===== config.mk =====
export PLATFORM = sky130hd
export DESIGN_NAME = pong_game_ctrl
export DESIGN_NICKNAME = d
export VERILOG_FILES = /design/src/rtl/pong_game_ctrl.sv
export SDC_FILE = /design/constraint.sdc
export NUM_CORES = 1
export LEC_CHECK = 0
export CORE_ASPECT_RATIO = 1.2
export CORE_MARGIN = 3
export CORE_UTILIZATION = 50
export CTS_CLUSTER_SIZE = 28
export DETAILED_ROUTE_END_ITERATION = 8
export GPL_TIMING_DRIVEN = 1
export PLACE_DENSITY = 0.71
export SYNTH_ARGS = -nofsm -noshare
export SYNTH_HDL_FRONTEND = slang
export SYNTH_SLANG_ARGS = --single-unit
export TNS_END_PERCENT = 30

===== constraint.sdc =====
create_clock -name clk -period 2.1 [get_ports clk]
set_clock_uncertainty 0.1 [all_clocks]
set_input_delay 0.42 -clock clk [delete_from_list [all_inputs] [get_ports clk]]
set_output_delay 0.42 -clock clk [all_outputs]
set_load 0.01 [all_outputs]

===== src/rtl/pong_game_ctrl.sv =====
// pong_game_ctrl: game sequencer for the pong design.
// Produces the frame tick from a free-running divider on clk, runs the
// IDLE/SERVE/PLAY/POINT/OVER sequence, keeps both scores and gates the
// paddle/ball update strobes. Everything lives in the clk domain.
module pong_game_ctrl #(
  parameter int TICK_DIV    = 262144,
  parameter int SERVE_TICKS = 120,
  parameter int POINT_TICKS = 60,
  parameter int WIN_SCORE   = 7
) (
  input  logic       clk,
  input  logic       rst_n,
  input  logic       start,
  input  logic       miss_left,
  input  logic       miss_right,
  output logic       frame_tick,
  output logic       paddle_en,
  output logic       ball_en,
  output logic       ball_rst,
  output logic       serve_dir,
  output logic [3:0] score_l,
  output logic [3:0] score_r,
  output logic [2:0] state,
  output logic [1:0] winner
);

  localparam int DIV_W = (TICK_DIV > 1) ? $clog2(TICK_DIV) : 1;
  localparam int TMAX  = (SERVE_TICKS > POINT_TICKS) ? SERVE_TICKS : POINT_TICKS;
  localparam int TIM_W = $clog2(TMAX + 1);

  localparam logic [DIV_W-1:0] DIV_LAST   = DIV_W'(TICK_DIV - 1);
  localparam logic [TIM_W-1:0] SERVE_LAST = TIM_W'(SERVE_TICKS - 1);
  localparam logic [TIM_W-1:0] POINT_LAST = TIM_W'(POINT_TICKS - 1);
  localparam logic [3:0]       WIN        = 4'(WIN_SCORE);

  typedef enum logic [2:0] {
    S_IDLE  = 3'd0,
    S_SERVE = 3'd1,
    S_PLAY  = 3'd2,
    S_POINT = 3'd3,
    S_OVER  = 3'd4
  } state_t;

  state_t           st;
  logic [DIV_W-1:0] div_cnt;
  logic [TIM_W-1:0] timer;
  logic             start_q;
  logic             start_pulse;

  // Score increment that sticks at the winning score instead of wrapping.
  function automatic logic [3:0] sat_inc(input logic [3:0] s);
    return (s >= WIN) ? WIN : s + 4'd1;
  endfunction

  // Free-running frame divider; frame_tick is registered off the wrap point.
  always_ff @(posedge clk or negedge rst_n) begin
    if (!rst_n) begin
      div_cnt    <= '0;
      frame_tick <= 1'b0;
    end else begin
      frame_tick <= (div_cnt == DIV_LAST);
      div_cnt    <= (div_cnt == DIV_LAST) ? '0 : div_cnt + DIV_W'(1);
    end
  end

  // Start edge detector; resets high so a button held through reset is not a press.
  always_ff @(posedge clk or negedge rst_n) begin
    if (!rst_n) start_q <= 1'b1;
    else        start_q <= start;
  end

  assign start_pulse = start & ~start_q;

  // Game sequencer: state, phase timer, scores, serve direction and winner.
  always_ff @(posedge clk or negedge rst_n) begin
    if (!rst_n) begin
      st        <= S_IDLE;
      timer     <= '0;
      score_l   <= 4'd0;
      score_r   <= 4'd0;
      serve_dir <= 1'b0;
      winner    <= 2'd0;
    end else begin
      // Timer counts frame ticks; every state change below overrides this with a clear.
      if (frame_tick) timer <= timer + TIM_W'(1);
      case (st)
        S_IDLE, S_OVER: begin
          if (start_pulse) begin
            st      <= S_SERVE;
            timer   <= '0;
            score_l <= 4'd0;
            score_r <= 4'd0;
            winner  <= 2'd0;
          end
        end
        S_SERVE: begin
          if (frame_tick && timer == SERVE_LAST) begin
            st    <= S_PLAY;
            timer <= '0;
          end
        end
        S_PLAY: begin
          if (miss_left && miss_right) begin
            // Both sides missed together: replay the point toward the other side.
            serve_dir <= ~serve_dir;
            st        <= S_POINT;
            timer     <= '0;
          end else if (miss_left) begin
            score_r   <= sat_inc(score_r);
            serve_dir <= 1'b0;
            st        <= S_POINT;
            timer     <= '0;
          end else if (miss_right) begin
            score_l   <= sat_inc(score_l);
            serve_dir <= 1'b1;
            st        <= S_POINT;
            timer     <= '0;
          end
        end
        S_POINT: begin
          if (frame_tick && timer == POINT_LAST) begin
            timer <= '0;
            if (score_l == WIN || score_r == WIN) begin
              st     <= S_OVER;
              winner <= (score_l == WIN) ? 2'd1 : 2'd2;
            end else begin
              st <= S_SERVE;
            end
          end
        end
        default: begin
          st    <= S_IDLE;
          timer <= '0;
        end
      endcase
    end
  end

  assign state     = st;
  assign paddle_en = frame_tick & ((st == S_SERVE) || (st == S_PLAY));
  assign ball_en   = frame_tick & (st == S_PLAY);
  assign ball_rst  = (st != S_PLAY);

endmodule


==> summary.md, run 1 <==
| Metric | Value |
|---|---|
| Synth area leader | dfrtp_1 |
| H-tree levels | 2 |
| Share of cells above drive strength 1 | 14.8% |
| Net Sw Frac | 24.2% |
| Pin count of the biggest net entering global routing | 42 |
| Fin crit share | 96.2% |
| Cells on worst reg2reg path | 5 |
| Diode count | 0 |
| DRC marker count from the first detailed-route iteration | 143 |
| Worst vdd ir | 0.000455 V |
| IO Pins | 23 |
| Slew HR | 65.8% |
| CTS tree | done |
| CTS Hold Bufs | 0 |
| Simple-Gate Fraction of Synth Area | 22.2% |
| CTS Sinks | 41 |
| Status | finished, final reports clean |
| Combinational family with the most area after synthesis | simple AND/OR/NAND/NOR gates |
| Via count | 1632 |
| Gpl congestion | 0.846 |
| Compound-Gate Fraction of Synth Area | 11.3% |
| Die Y | 77.5 um |
| Initial Utilization | 52.8% |
| Mux cell area share after synthesis | 4.17% |
| Final hold vios | 0 |
| Syn Inst Count | 201 |
| Hold Crit Class | input port to async pin |
| Final-report setup violation count | 0 |
| Syn_nets | 210 |
| Cell Int Power | 1.08 mW |
| PD cells | 564 nW/um2 |
| Count of state elements after synthesis | 41 |
| Unique masters post-synth | 51 |
| CP max FO | 10 |
| Nets@finish | 244 |
| Reg power frac | 56.5% |
| Commonest non-fill, non-tap cell in the layout | dfrtp_1 |
| Inserted Clock Buffers | 5 |
| Register-to-register setup slack | 0.31 ns |
| Fin crit period | 2.02 ns |
| Root Driver | clkbuf_8 |
| Synth warn | 0 |
| Skew-Pair Late Insertion Delay | 0.29 ns |
| Core ar. | 4040 um2 |
| Leading post-synthesis cells by cell area | dfrtp_1 47%, xor2_1 6.2%, nor2_1 4.2% |
| Clk pwr share | 34.5% |
| # DRC | 0 |
| Syn_area_per_cell | 10.6 um2 |
| Gr usage total | 18.1% |
| FFs w/ async S/R, synth | 100% |
| Critical register-to-register path startpoint | state[1] |
| Gr ovfl total | 0 |
| Vias in the first global route | 1606 |
| Critical Path Source | state[0] |
| Mapped Area | 2130 um2 |
| Initial antenna violation count | 0 |
| Static Leak | 1.12 nW |
| Global-route wire length before repair | 7270 um |
| Layout fillers | 315 |
| CP startpoint kind | flop |
| Psw | 0.347 mW |
| Most frequent cells in the layout | 39 x dfrtp_1, 24 x nor2_1, 18 x clkdlybuf4s50_1 |
| Wire per inst | 13.9 um |
| DR pass1 iterations | 4 |
| Total die area | 5090 um2 |
| Max cap viols | 0 |
| Reg clk slew, reported paths | 0.08 ns |
| Nature of the critical path endpoint | primary output |
| Logic gate share of total power | 9.0% |
| Setup TNS | 0 ns |
| Routed Antenna Nets | 0 |
| Routed vias/inst | 5.63 |
| Max Transition Viols Final | 0 |
| P&R area growth vs syn | 19.1% |
| Most used DFF post-synth | dfrtp_1 |
| Dpl cell area | 2450 um2 |
| Post-synth EDFFs | 0 |
| Number of port buffers | 22 |
| CTS max path bufs | 2 |
| Achievable clock frequency | 495 MHz |
| Synth top area share | 46.9% |
| Worst Tran Pin Value | 0.513 ns |
| WP data arrival | 1.50 ns |
| CP endpoint | state[0] |
| RSZ-0062 raised after global routing | no |
| Final non-filler cell area | 2540 um2 |
| Worst reg2reg endpoint | timer[2] |
| Post-Synth XOR/XNOR Area | 9.04% |
| Critical Path RT | 1.58 ns |
| Row count | 25 |
| Routed wire length | 4040 um |
| Die width | 65.6 um |
| Crit path kind | flop to primary output |
| Sequential share of the synthesized area | 48.2% |
| Adder-cell share of the synthesized area | 2.35% |
| HPWL Detailed | 2960 um |
[cell families after synthesis]
family          after synthesis
buf+inv                      11
mux                           7
fa+ha+maj                     4
compound gates               31
xor+xnor                     22
simple gates                 85
flops                        41
[sequential cells by signal, summed over array words and instances, names as in the netlist]
signal and cells:
div_cnt 18, timer 7, score_l 4, score_r 4
state 3, winner 2, frame_tick 1, serve_dir 1
start_q 1
[metrics by stage]
step	total power, mW	instances	hold slack [ns]	util (%)	worst slack (ns)
floorplan	0.894	201	0.0244	-	0.428
global placement	0.950	281	0.353	60.7	0.0339
detailed placement	0.953	281	0.356	60.7	0.00188
CTS	1.46	290	0.0930	62.9	0.0755
global route	1.51	290	0.117	62.9	0.0411
finish	1.43	290	0.0763	62.9	0.0806
[cell type report]
cell class                      count  area, um2  share of cell area (%)
Tap cell                           54       67.6                    2.66
Clock buffer                        6       72.6                    2.86
Sequential cell                    41       1030                    40.5
Inverter                            6       25.0                   0.985
Clock inverter                      2       10.0                   0.394
Timing Repair Buffer               32        290                    11.4
Multi-Input combinational cell    149       1050                    41.2
[synth_stat cells (3+ instances only)]
master,number
mux2_1,3
nor2_1,24
mux2_4,3
o21ai_0,3
nand2_1,10
a21oi_1,10
inv_1,5
ha_1,4
and3_1,3
and4_1,4
nand3_1,10
nand3b_1,3
nor3_1,3
and2_1,3
buf_2,3
dfrtp_1,40
xnor2_1,7
xor2_1,15
nand4_1,12
[critical path, stage by stage (launching register included)]
cell,delay (ns)
dfrtp_1,0.43
buf_4,0.22
clkdlybuf4s50_1,0.55
[power by group through the flow]
stage | combinational (mW) | sequential (mW) | clock (mW)
final | 0.128 | 0.809 | 0.494
after global routing | 0.142 | 0.811 | 0.554
after CTS | 0.130 | 0.808 | 0.519
after detailed placement | 0.129 | 0.824 | 0
after global placement | 0.127 | 0.823 | 0
after floorplan | 0.0679 | 0.826 | 0
[what timing repair did]
action	in CTS	in global routing
endpoints found under the setup margin	3	0
resized for setup	6	0
buffers inserted	1	0
[worst min path at each step]
stage	end	slack, ns
final	state[0]	0.08
after global routing	timer[2]	0.12
after CTS	score_r[1]	0.09
after detailed placement	div_cnt[16]	0.36
after global placement	div_cnt[16]	0.35
after floorplan	div_cnt[0]	0.02
[metal layers]
metal	wire, um	up-vias	global-route usage [%]
met3	167	7	4.05
met4	60	0	6.22
met2	2050	39	31.6
met1	1770	793	21.6
li1	-	793	-
met5	0	-	0
No activity file was read; power rests on OpenSTA's default activity.
==> run 2, diff against run 1 <==
--- a/config.mk
+++ b/config.mk
@@ -10,7 +10,6 @@
 export CORE_UTILIZATION = 50
 export CTS_CLUSTER_SIZE = 28
 export DETAILED_ROUTE_END_ITERATION = 8
-export GPL_TIMING_DRIVEN = 1
 export PLACE_DENSITY = 0.71
 export SYNTH_ARGS = -nofsm -noshare
 export SYNTH_HDL_FRONTEND = slang
==> results of run 2 <==
No change in the layout: final DEF, timing and power equal those of run 1.
